File: src/rtl/mux4_arbiter.sv
// mux4_arbiter: shares one downstream port among four requesters.
// A grant is held until `done` or until TIMEOUT cycles pass without it, and the
// granted requester's payload is steered onto out_data.
// Build option: define MUX4_ARBITER_ROUND_ROBIN_EN for round-robin arbitration.
// Without it, port 0 has the highest fixed priority and port 3 the lowest.
module mux4_arbiter #(
  parameter int BITS    = 32,
  parameter int TIMEOUT = 15
) (
  input  logic            clk,
  input  logic            reset,
  input  logic [3:0]      req,
  input  logic [BITS-1:0] d1,
  input  logic [BITS-1:0] d2,
  input  logic [BITS-1:0] d3,
  input  logic [BITS-1:0] d4,
  input  logic            done,
  output logic [3:0]      gnt,
  output logic            out_valid,
  output logic [BITS-1:0] out_data,
  output logic            timeout
);

  localparam int CW = $clog2(TIMEOUT + 1);
  localparam logic [CW-1:0] CNT_LAST = CW'(TIMEOUT - 1);

  typedef enum logic {IDLE = 1'b0, BUSY = 1'b1} state_t;

  state_t          state_reg;
  // sel_reg also serves as the "last granted port": it is only rewritten on a
  // new grant, and on release last must equal sel, so a second register would
  // always hold the same value. It resets to 3 so port 0 is scanned first.
  logic [1:0]      sel_reg;
  logic [CW-1:0]   cnt_reg;
  logic [3:0]      gnt_reg;
  logic            valid_reg;
  logic            timeout_reg;

  logic [BITS-1:0] dsel [4];
  logic [1:0]      cand [4];
  logic [3:0]      hit;
  logic            win_any;
  logic [1:0]      win_idx;
  logic            expire;
  logic            end_grant;

  assign dsel[0] = d1;
  assign dsel[1] = d2;
  assign dsel[2] = d3;
  assign dsel[3] = d4;

  // cand[k] is the port examined at scan position k; hit[k] says it requests.
  generate
    for (genvar gi = 0; gi < 4; gi++) begin : g_scan
`ifdef MUX4_ARBITER_ROUND_ROBIN_EN
      assign cand[gi] = sel_reg + 2'(gi + 1);
`else
      assign cand[gi] = 2'(gi);
`endif
      assign hit[gi] = req[cand[gi]];
    end
  endgenerate

  // Winner is the requesting port at the earliest scan position.
  always_comb begin
    win_any = |hit;
    win_idx = cand[0];
    for (int i = 3; i >= 0; i--) begin
      if (hit[i]) win_idx = cand[i];
    end
  end

  assign expire    = (cnt_reg == CNT_LAST);
  assign end_grant = done || expire;

  // Grant FSM: IDLE waits for any request; BUSY holds the grant until done or
  // expiry, then re-arbitrates in the same cycle so back-to-back grants have no gap.
  always_ff @(posedge clk) begin
    if (reset) begin
      state_reg   <= IDLE;
      sel_reg     <= 2'd3;
      cnt_reg     <= '0;
      gnt_reg     <= 4'b0000;
      valid_reg   <= 1'b0;
      timeout_reg <= 1'b0;
    end else begin
      timeout_reg <= 1'b0;
      case (state_reg)
        IDLE: begin
          if (win_any) begin
            state_reg <= BUSY;
            sel_reg   <= win_idx;
            gnt_reg   <= 4'b0001 << win_idx;
            valid_reg <= 1'b1;
            cnt_reg   <= '0;
          end
        end
        BUSY: begin
          if (end_grant) begin
            // done wins over a simultaneous expiry: no timeout pulse then.
            timeout_reg <= !done;
            cnt_reg     <= '0;
            if (win_any) begin
              sel_reg   <= win_idx;
              gnt_reg   <= 4'b0001 << win_idx;
              valid_reg <= 1'b1;
            end else begin
              state_reg <= IDLE;
              gnt_reg   <= 4'b0000;
              valid_reg <= 1'b0;
            end
          end else begin
            cnt_reg <= cnt_reg + CW'(1);
          end
        end
        default: begin
          state_reg <= IDLE;
          gnt_reg   <= 4'b0000;
          valid_reg <= 1'b0;
        end
      endcase
    end
  end

  assign gnt       = gnt_reg;
  assign out_valid = valid_reg;
  assign timeout   = timeout_reg;
  assign out_data  = valid_reg ? dsel[sel_reg] : '0;

endmodule
File: config.mk
export PLATFORM = sky130hd
export DESIGN_NAME = mux4_arbiter
export DESIGN_NICKNAME = d
export VERILOG_FILES = /design/src/rtl/mux4_arbiter.sv
export SDC_FILE = /design/constraint.sdc
export NUM_CORES = 1
export LEC_CHECK = 0
export BUFFER_PORTS_ARGS = -buffer_cell sky130_fd_sc_hd__buf_2
export CAP_MARGIN = 0
export CORE_ASPECT_RATIO = 1.75
export CORE_MARGIN = 5
export CORE_UTILIZATION = 35
export CTS_CLUSTER_DIAMETER = 100
export DETAILED_ROUTE_END_ITERATION = 7
export HOLD_SLACK_MARGIN = 0.02
export PLACE_DENSITY_LB_ADDON = 0.08
export SLEW_MARGIN = 10
export SYNTH_ARGS = -nofsm -noshare
export SYNTH_HDL_FRONTEND = slang
export SYNTH_SLANG_ARGS = --single-unit
File: constraint.sdc
create_clock -name clk -period 1.78 [get_ports clk]
set_input_delay 0.178 -clock clk [delete_from_list [all_inputs] [get_ports clk]]
set_output_delay 0.178 -clock clk [all_outputs]
set_load 0.01 [all_outputs]
---- Word-level counts from Yosys, hierarchy flattened ----
Index checks and enable logic that the tools add are counted.
storage, ports and cells
  register bits ........................... 13
  output and inout bits ................... 38
cells by class
  add/sub/neg operators ................... 1
  order comparisons ....................... 1
  equal/unequal tests ..................... 3
  shift-type cells ........................ 1
  multiplexer cells ....................... 24
  bitwise gates (word level) .............. 3
  reductions and logical operators ........ 5
operators by type and width
  kind                                                                count
  32-bit 2-to-1 mux                                                   3
  32-bit binary-select mux with 2-bit select                          1
  4-bit 2-to-1 mux                                                    5
  4-bit case mux with 2 select lines                                  2
  2-bit 2-to-1 mux                                                    6
  4-bit by 1-bit adder with 4-bit output (second input constant)      1
  4-bit equality test (second input constant)                         1
  1-bit 2-to-1 mux                                                    4
  1-bit case mux with 2 select lines                                  2
  2-bit case mux with 2 select lines                                  1
  4-bit OR reduction                                                  1
  1-bit by 2-bit << shifter with 4-bit output (first input constant)  1
  3-bit >= comparator (second input constant)                         1
  2-bit NOT with 3-bit output                                         1
  3-bit OR reduction                                                  1
  2-bit by 1-bit != test with 1-bit output (second input constant)    1
  2-bit != test (second input constant)                               1
  1-bit NOT                                                           2
  2-bit AND reduction                                                 1
  1-bit logical NOT                                                   1
  1-bit logical OR                                                    1

---- Depth between registers and ports, before layout ----
Gate-level depths: netlist (run 1).
  word-level depth ........................ 8
  mapped depth ............................ 6
  gate-level depth less buffers ........... 5

---- Least setup slack after synthesis (run 1) ----
OpenSTA, ideal clock, no wires.
  kind .................................... reg-to-reg
  from .................................... reg cnt_reg[0]
  to ...................................... reg cnt_reg[2]
  arrival time ............................ 1.431 ns
  setup slack ............................. 0.258 ns
  cell stages (with the launch flop) ...... 7
  buffers on the path ..................... 1
  clock period less this slack ............ 1.522 ns
  path through ............................ dfxtp_1 inv_1 ha_1 and3_1 buf_2 or3_1 a311oi_1
between the ends
  cells in the longest elaborated chain, start to end .. 4
ends and longest elaborated chain
  element                                                                         RTL line  RTL
  start: declaration                                                              34        logic [CW-1:0] cnt_reg;
  start signal: assignment                                                        113       cnt_reg <= cnt_reg + CW'(1);
  branches (longest 2 deep; another with 4-bit by 1-bit adder with 4-bit output)  -
  4-bit 2-to-1 mux *                                                              99        if (end_grant) begin
  4-bit case mux with 2 select lines *                                            88        case (state_reg)
Every way passes the cells marked *.
A chain may end at the register's enable or synchronous reset.

---- Worst setup path after layout (run 1) ----
  from .................................... reg sel_reg[0]
  to ...................................... out out_data[12]
between the ends
  cells in the longest elaborated chain, start to end .. 5
ends and longest elaborated chain
  element                                               RTL line  RTL
  start: declaration                                    33        logic [1:0] sel_reg;
  start signal: assignment                              92        sel_reg <= win_idx;
  start signal: assignment                              104       sel_reg <= win_idx;
  2-bit NOT with 3-bit output (not written as such)     128       assign out_data = valid_reg ? dsel[sel_reg] : '0;
  32-bit binary-select mux with 2-bit select            128
  32-bit 2-to-1 mux (not written as such) (2 in a row)  128
  32-bit 2-to-1 mux                                     128
  end: declaration                                      20        output logic [BITS-1:0] out_data,
Every way passes these cells. The select of a mux whose other input is x is not followed.

==> results of run 1 <==
per-layer routing:
layer / GRT usage (%) / vias to the layer above / routed length, um
met5: 0 / - / 0
met4: 8.987 / 0 / 229
met3: 5.019 / 19 / 787
met2: 38.34 / 113 / 3658
met1: 20.20 / 896 / 2032
li1: - / 906 / -
logic make-up after synthesis:
logic type,after synthesis,synth area share (%)
flip-flops,13,15.98
buffers and inverters,17,5.683
adder cells (fa/ha/maj),2,1.536
AND/OR/NAND/NOR,62,23.43
multiplexers,34,45.47
AO/OA/AOI/OAI,17,7.911
report_power, final:
part           total, uW  switching, uW  leakage (uW)  internal (uW)
logic                766            290       0.00122            476
registers            317           12.6      0.000107            305
clock network        259            101     0.0000228            158
total               1340            404       0.00135            939
synthesized netlist by cell type, types with 2 or more instances:
library cell / number
a21oi_1: 5
and2_1: 32
buf_2: 5
buf_6: 3
clkbuf_1: 5
dfxtp_1: 13
ha_1: 2
inv_1: 4
mux2i_1: 2
mux4_2: 32
nand2_1: 4
nand3_1: 7
nor2_1: 3
nor2b_1: 2
nor3_1: 2
o21ai_0: 3
or3_1: 3
final cells by class:
cell class	instances	share of cell area, %
sequential	13	9.769
tap	52	2.407
multi-input combinational	115	48.43
inverter	4	0.5556
timing repair buffer	177	37.18
clock buffer	4	1.667
metrics by stage:
step	TNS [ns]	instances	hold WS, ns	cell area [um2]	worst slack, ns
after floorplan	0	145	0.3285	1629	0.2580
after global placement	0	361	0.4418	2541	0.2316
after detailed placement	0	361	0.4560	2541	0.2061
after CTS	-0.2362	365	0.2476	2621	-0.02137
after global routing	-1.379	365	0.2783	2703	-0.06602
final	-0.01330	365	0.2447	2703	-0.004924
final timing paths:
kind                            depth (start not counted)           end  slack [ns]
worst max-delay path                                    4  out_data[12]      -0.005
worst max register to register                          5    cnt_reg[2]        0.18
worst min register to register                          2        gnt[2]        0.46
worst min-delay path                                    3        gnt[2]        0.24
worst reg2reg max path: stages (launching register included):
cell	delay [ns]
dfxtp_1	0.37
inv_1	0.08
ha_1	0.20
and3_1	0.27
or3_1	0.34
a311oi_1	0.25
repair_timing:
action                                  in CTS  in global routing
gates resized for setup                      8                 19
endpoints found under the setup margin      32                 32
endpoints found under the hold margin        0                  0
pin swaps                                    1                  0
==> Implementation_results.wiki, run 1 <==
{| class="wikitable"
! Metric !! Value
|-
| CTS tree || built
|-
| Initial Utilization || between 30% and 40%
|-
| Final period demand of the worst path || between 1.5 and 2 ns
|-
| Number of enable flip-flop cells after synthesis || 0
|-
| CTS Buffer Depth || 2
|-
| Global Route Usage Sum || between 20% and 30%
|-
| Total area of multi-input combinational cells || about 0.0013 mm2
|-
| Final standard cell utilization of the core || 58.97%
|-
| CTS Hold Buffers Added || 0
|-
| Number of buffers inserted by port buffering || 172
|-
| Kind of critical path || flop to output pin
|-
| Data arrival time of the worst path || 1.61 ns
|-
| Leak Pwr || ~0.0013 uW
|-
| Most area-consuming cells after synthesis || mux4_2 (44%), dfxtp_1 (16%), and2_1 (12%)
|-
| Count of buffers added by post-CTS timing repair for setup || 0
|-
| Hold Path Origin || req[2]
|-
| Number of library cell types mapped by synthesis || 35
|-
| Count of clock tree sinks || 13
|-
| Net Count, Synth || 282
|-
| Average cell area after synthesis || 11.23 um2
|-
| Final worst setup slack || -0.004924 ns
|-
| Overall power of the completed layout || 1343 uW
|-
| Chip Height || 100.3 um
|-
| Top achievable clock speed || 560.2 MHz
|-
| Final RePlAce weighted congestion || 0.7837
|-
| Proportion of layout cells with a drive suffix above 1 || about three quarters
|-
| Drc violations || 0
|-
| Number of synthesized register bits || 13
|-
| Clock latency at the later pin of the worst-skew pair || 0.24 ns
|-
| Leading cell types in the layout, fill and taps excluded || buf_2 (159), mux4_2 (32), and2_1 (19)
|-
| Leading cell type in the layout, fill and taps excluded || buf_2
|-
| Type of element capturing the critical path || output pin
|-
| Number of violations of the max-capacitance limit || 0
|-
| Inserted Clock Buffers || 3
|-
| Ratio of final minimum period to clock period || 100.3%
|-
| Core Footprint || around 0.0046 mm2
|-
| DR WL/cell || 18.38 um
|-
| Max-slew violation total from the final report || 0
|-
| Antenna viol nets, final || 0
|-
| CTS Root Cell || clkbuf_8
|-
| Grt ovf || 0
|-
| Slew HR || between 60% and 70%
|-
| Proportion of netlist area held by the largest area contributor || 44.24%
|-
| Power per cell area || 496.9 mW/mm2
|-
| Max Clock Skew || approximately 0.0038 ns
|-
| Number of search-and-repair iterations in the first detailed-routing pass || 4
|-
| Result of the run || finished, violations left
|-
| Routed vias || between 1,500 and 2,000
|-
| Relative area change from synthesis to final layout || 65.90%
|-
| Worst voltage drop across the vdd grid || 0.4808 mV
|-
| Number of endpoints with negative hold slack in the final report || 0
|-
| Fraction of registers with async set or reset after synthesis || 0%
|-
| Sequential standard cell area || 264.0 um2
|-
| Largest net degree at the start of global routing || 33
|-
| DRC marker count from the first detailed-route iteration || 34
|-
| Largest fanout on the critical path || 17
|-
| Half-perimeter wire length after placement || 5771 um
|-
| Num rows || 33
|-
| Gate count of the mapped netlist || ~150
|-
| Floorplan die width || 61.57 um
|-
| Number of antenna violations at the first check in global routing || 0
|-
| Crit path largest cell delay || 0.52 ns
|-
| Clock transition at path regs || about 0.05 ns
|-
| Number of global-route vias before repair || 2,026
|-
| H-tree lvl count || 1
|-
| Area of the die || 0.006172 mm2
|-
| Startpoint type of the worst setup path || flop
|-
| Fill count || 430
|-
| Vias/cell || 5.299
|-
| Area leader, netlist || mux4_2
|-
| Unrepaired setup endpoints after global routing || yes
|-
| Ordered list of cells on the worst path || buf_12 -> mux4_2 -> and2_4 -> buf_6
|-
| Transition time at the pin with the least slew margin || just over 0.5 ns
|-
| Total number of yosys warnings || 0
|-
| Critical path data required time || roughly 1.6 ns
|-
| Final net count || between 400 and 500
|-
| Final number of setup-violating endpoints || 5
|-
| Family of cells with the greatest summed delay on the critical path || multiplexers
|-
| Worst reg2reg path startpoint || cnt_reg[0]
|-
| Number of ports placed on the die boundary || around 170
|-
| Min-Delay Path Class || input port to flop
|-
| Critical path buffer and inverter count || 2
|-
| Global-route wire length before repair || 9515 um
|-
| Ys flop type || dfxtp_1
|-
| Number of diodes added for antenna fixing || 0
|-
| Crit path from || sel_reg[0]
|-
| Violated checks || setup timing
|-
| Cell at the slowest stage of the critical path || mux4_2
|-
| Syn Std Cell Area || 0.001629 mm2
|-
| Routed wire length || 6708 um
|-
| Sequential cell area fraction in the yosys report || between 15 and 20%
|}
Note: power is estimated with default switching activity, not from simulation.
==> inputs of run 2 (changes only) <==
--- a/config.mk
+++ b/config.mk
@@ -8,7 +8,6 @@
 export BUFFER_PORTS_ARGS = -buffer_cell sky130_fd_sc_hd__buf_2
 export CAP_MARGIN = 0
 export CORE_ASPECT_RATIO = 1.75
-export CORE_MARGIN = 5
 export CORE_UTILIZATION = 35
 export CTS_CLUSTER_DIAMETER = 100
 export DETAILED_ROUTE_END_ITERATION = 7
==> Implementation_results.wiki, run 2 (synthesis gave the netlist of run 1 again) <==
{| class="wikitable"
! Metric !! Value
|-
| Result of the run || finished, violations left
|-
| Violated checks || setup timing
|-
| Fill count || 395
|-
| Setup slack after placement || between 0.2 and 0.25 ns
|-
| Count of buffers added by post-CTS timing repair for setup || 0
|-
| Count of clock tree sinks || 13
|-
| Type of element capturing the critical path || output pin
|-
| Initial Utilization || 36.66%
|-
| Final worst setup slack || -0.01628 ns
|-
| Sequential standard cell area || 264.0 um2
|-
| Ratio of final minimum period to clock period || 100.9%
|-
| Inserted Clock Buffers || 3
|-
| Drc violations || 0
|-
| Global Route Usage Sum || 24.07%
|-
| Proportion of layout cells with a drive suffix above 1 || 75.08%
|-
| Final period demand of the worst path || 1.796 ns
|-
| Area of the die || 0.004942 mm2
|-
| Half-perimeter wire length after placement || roughly 5000 um
|-
| Largest net degree at the start of global routing || 33
|-
| H-tree lvl count || 1
|-
| Final number of setup-violating endpoints || 4
|-
| Chip Height || 92.25 um
|-
| Fraction of met2 tracks used by global routing || ~45%
|-
| Min-Delay Path Class || input port to flop
|-
| CTS Hold Buffers Added || 0
|-
| Max-slew violation total from the final report || 0
|-
| Startpoint type of the worst setup path || flop
|-
| Data arrival time of the worst path || 1.62 ns
|-
| Num rows || 32
|-
| Leading cell type in the layout, fill and taps excluded || buf_2
|-
| Number of endpoints with negative hold slack in the final report || 0
|-
| Total area of multi-input combinational cells || 0.001319 mm2
|-
| Transition time at the pin with the least slew margin || about 0.56 ns
|-
| Global-route wire length before repair || 8866 um
|-
| Cell area after layout || roughly 0.0027 mm2
|-
| Final net count || approximately 450
|-
| Routed wire length || 6191 um
|-
| Max Clock Skew || 0.001819 ns
|-
| Clock latency at the later pin of the worst-skew pair || 0.24 ns
|-
| Antenna viol nets, final || 0
|-
| Number of global-route vias before repair || 1,887
|-
| DRC marker count from the first detailed-route iteration || 38
|-
| Met1 Track Usage GR || 26.53%
|-
| DR WL/cell || 17.01 um
|-
| Number of search-and-repair iterations in the first detailed-routing pass || 4
|-
| Unrepaired setup endpoints after global routing || yes
|-
| Core Footprint || 0.004444 mm2
|-
| Overall power of the completed layout || 1375 uW
|-
| CTS Buffer Depth || 2
|-
| Critical path data required time || about 1.6 ns
|-
| Grt ovf || 0
|-
| Largest fanout on the critical path || 14
|-
| CTS tree || built
|-
| Placement Cell Area || 0.002545 mm2
|-
| Routed vias || 1,931
|-
| Slew HR || 62.44%
|-
| Worst voltage drop across the vdd grid || 0.5687 mV
|-
| Number of violations of the max-capacitance limit || 0
|-
| Global route hottest layer || met2
|-
| Number of diodes added for antenna fixing || 0
|-
| Relative area change from synthesis to final layout || 68.28%
|-
| Kind of critical path || flop to output pin
|-
| Worst hold slack across all endpoints || 0.2544 ns
|-
| Number of ports placed on the die boundary || 173
|-
| Final RePlAce weighted congestion || ~0.8
|-
| Leading cell types in the layout, fill and taps excluded || buf_2 (159), mux4_2 (32), and2_4 (17)
|-
| Number of antenna violations at the first check in global routing || 0
|-
| Power per cell area || between 500 and 600 mW/mm2
|-
| CTS Root Cell || clkbuf_8
|-
| Number of buffers inserted by port buffering || ~170
|-
| Leak Pwr || approximately 0.0014 uW
|-
| Top achievable clock speed || 556.7 MHz
|-
| Global routing met3 resource utilization || 4.643%
|-
| Clock transition at path regs || about 0.060 ns
|-
| Floorplan die width || about 54 um
|-
| Vias/cell || 5.305
|}
run 2: timing repair:
action | CTS | global route
setup endpoints to repair | 22 | 32
gates cloned | 0 | 1
resized for setup | 4 | 27
run 2: power by group:
group / leakage, uW / total (uW) / internal, uW / switching [uW]
combinational: 0.00124 / 792 / 496 / 296
clock: 0.0000228 / 263 / 158 / 105
sequential: 0.000107 / 319 / 305 / 14.6
total: 0.00137 / 1370 / 958 / 416
run 2: layer usage:
layer	vias up	share of wire, %
li1	909	-
met1	912	33
met2	104	56
met3	6	9.7
met4	0	1.1
met5	-	0
run 2: metrics by stage:
step                      cells  utilization, %  setup TNS (ns)
after floorplan             145               -               0
after global placement      359           57.26               0
after detailed placement    359           57.26               0
after CTS                   363           58.59         -0.3113
after global routing        364           61.68          -1.004
final                       364           61.68        -0.03836
run 2: final timing paths:
kind	from	endpoint	slack, ns	cells past startpoint
min reg2reg	gnt[3]	gnt[3]	0.45	2
max	sel_reg[0]	out_data[31]	-0.02	4
max reg2reg	cnt_reg[0]	cnt_reg[2]	0.19	5
min	req[2]	gnt[2]	0.25	3
run 2: cell type report:
type | count | area share [%]
Timing Repair Buffer | 177 | 37.75
Inverter | 4 | 0.5477
Sequential cell | 13 | 9.630
Clock buffer | 4 | 1.643
Tap cell | 51 | 2.328
Multi-Input combinational cell | 115 | 48.11
run 2: critical path, stage by stage, from the launching register on:
cell     delay (ns)
dfxtp_4        0.39
buf_12         0.17
mux4_2         0.51
and2_4         0.17
buf_2          0.13
==> inputs of run 3 (changes only) <==
--- a/config.mk
+++ b/config.mk
@@ -7,7 +7,7 @@
 export LEC_CHECK = 0
 export BUFFER_PORTS_ARGS = -buffer_cell sky130_fd_sc_hd__buf_2
 export CAP_MARGIN = 0
-export CORE_ASPECT_RATIO = 1.75
+export CORE_ASPECT_RATIO = 2
 export CORE_UTILIZATION = 35
 export CTS_CLUSTER_DIAMETER = 100
 export DETAILED_ROUTE_END_ITERATION = 7
==> Implementation_results.wiki, run 3 (synthesis gave the netlist of run 1 again) <==
{| class="wikitable"
! Metric !! Value
|-
| Result of the run || finished, violations left
|-
| Violated checks || setup timing
|-
| Number of antenna violations at the first check in global routing || 0
|-
| Startpoint type of the worst setup path || flop
|-
| CTS tree || built
|-
| Grt ovf || 0
|-
| Max-slew violation total from the final report || 0
|-
| Inserted Clock Buffers || 3
|-
| Proportion of layout cells with a drive suffix above 1 || 74.05%
|-
| Crit path largest cell delay || 0.54 ns
|-
| Count of clock tree sinks || 13
|-
| Hold Path Origin || req[2]
|-
| Final net count || 454
|-
| Leak Pwr || 0.001368 uW
|-
| Unrepaired setup endpoints after global routing || yes
|-
| Final standard cell utilization of the core || 61.62%
|-
| Worst hold slack across all endpoints || 0.2371 ns
|-
| DR WL/cell || ~18 um
|-
| Number of violations of the max-capacitance limit || 0
|-
| Num rows || 34
|-
| Global Route Usage Sum || roughly a quarter
|-
| Final period demand of the worst path || about 1.8 ns
|-
| Routed wire length || 6567 um
|-
| Share of total power consumed by net switching || ~31%
|-
| Chip Height || roughly 98 um
|-
| Share of total power in sequential cells || 23.5%
|-
| Core Footprint || 0.004424 mm2
|-
| Clock transition at path regs || roughly 0.06 ns
|-
| CTS Root Cell || clkbuf_8
|-
| Largest net degree at the start of global routing || 33
|-
| Transition time at the pin with the least slew margin || 0.4953 ns
|-
| Largest fanout on the critical path || 10
|-
| Power per cell area || 501.7 mW/mm2
|-
| Final RePlAce weighted congestion || 0.7950
|-
| Number of global-route vias before repair || about 1,900
|-
| Setup slack after placement || 0.1585 ns
|-
| Routed vias || 1,932
|-
| Net switching power || 424.0 uW
|-
| Part of the power in the clock network || 19.6%
|-
| Area of the die || ~0.0049 mm2
|-
| Critical path buffer and inverter count || 2
|-
| DRC marker count from the first detailed-route iteration || 23
|-
| Power share of the combinational group || 56.9%
|-
| Relative area change from synthesis to final layout || 67.36%
|-
| Antenna viol nets, final || 0
|-
| Min-Delay Path Class || input port to flop
|-
| Global-route wire length before repair || around 10000 um
|-
| Ratio of final minimum period to clock period || 102.9%
|-
| Final worst setup slack || -0.05074 ns
|-
| Final total negative setup slack || -0.3774 ns
|-
| Worst voltage drop across the vdd grid || between 0.4 and 0.5 mV
|-
| P_int || 943.9 uW
|-
| Ordered list of cells on the worst path || buf_12 -> mux4_2 -> and2_4 -> buf_6
|-
| Leading cell type in the layout, fill and taps excluded || buf_2
|-
| Number of ports placed on the die boundary || 173
|-
| Type of element capturing the critical path || output pin
|-
| Number of search-and-repair iterations in the first detailed-routing pass || 4
|-
| Max Clock Skew || 0.002206 ns
|-
| Worst reg2reg path startpoint || cnt_reg[0]
|-
| Half-perimeter wire length after placement || 5504 um
|-
| Top achievable clock speed || 546.2 MHz
|-
| Slew HR || 66.71%
|-
| Clock latency at the later pin of the worst-skew pair || 0.25 ns
|-
| Kind of critical path || flop to output pin
|-
| Cell at the slowest stage of the critical path || mux4_2
|-
| Final number of setup-violating endpoints || 18
|-
| Number of buffers inserted by port buffering || approximately 170
|-
| Crit path from || sel_reg[0]
|-
| Overall power of the completed layout || 1368 uW
|-
| Vias/cell || 5.222
|-
| Family of cells with the greatest summed delay on the critical path || multiplexers
|-
| Leading cell types in the layout, fill and taps excluded || buf_2 (163), mux4_2 (32), and2_1 (19)
|-
| Data arrival time of the worst path || 1.65 ns
|-
| CTS Buffer Depth || 2
|-
| Initial Utilization || 36.82%
|-
| CTS Hold Buffers Added || 0
|-
| Floorplan die width || 50.24 um
|-
| Drc violations || 0
|-
| Number of diodes added for antenna fixing || 0
|-
| Critical path data required time || 1.60 ns
|-
| Number of endpoints with negative hold slack in the final report || 0
|-
| H-tree lvl count || 1
|}
[run 3: cell type report]
| cell class | instances | area, um2 |
|---|---|---|
| Fill cell | 429 | 1698 |
| Multi-Input combinational cell | 115 | 1309 |
| Timing Repair Buffer | 180 | 1026 |
| Sequential cell | 13 | 264.0 |
| Tap cell | 54 | 67.56 |
| Clock buffer | 4 | 45.04 |
| Inverter | 4 | 15.01 |
[run 3: metrics by stage]
step | cells | cell area [um2]
floorplan | 145 | 1629
CTS | 369 | 2656
global route | 370 | 2726
finish | 370 | 2726
detailed placement | 364 | 2551
global placement | 364 | 2551
[run 3: per-layer routing]
layer  part of all wire, %  track usage [%]
met3                   9.0            6.019
met1                    34            29.41
met5                     0                0
met2                    54            48.00
met4                   2.7            9.451
[run 3: tightest hold or removal path, cell delays in order]
cell and delay, ns:
buf_2 0.13, nand3_1 0.07, mux2i_1 0.06
[run 3: power by group through the flow]
stage	sequential [uW]	clock (uW)	combinational (uW)
3_5_place_dp	325	0	699
5_1_grt	323	284	837
6_report	321	268	779
2_1_floorplan	322	0	404
4_1_cts	322	270	734
3_3_place_gp	325	0	687
[run 3: worst paths after layout]
check	to	slack [ns]	depth (start not counted)
setup / recovery	out_data[7]	-0.05	4
setup reg to reg	cnt_reg[2]	0.17	5
hold reg to reg	gnt[3]	0.46	2
hold / removal	gnt[2]	0.24	3
[run 3: timing repair]
| action | in CTS | in global routing |
|---|---|---|
| cloned | 1 | 0 |
| buffers inserted | 0 | 1 |
| pin swaps | 3 | 0 |
| endpoints found under the setup margin | 29 | 31 |
| resized for setup | 9 | 16 |
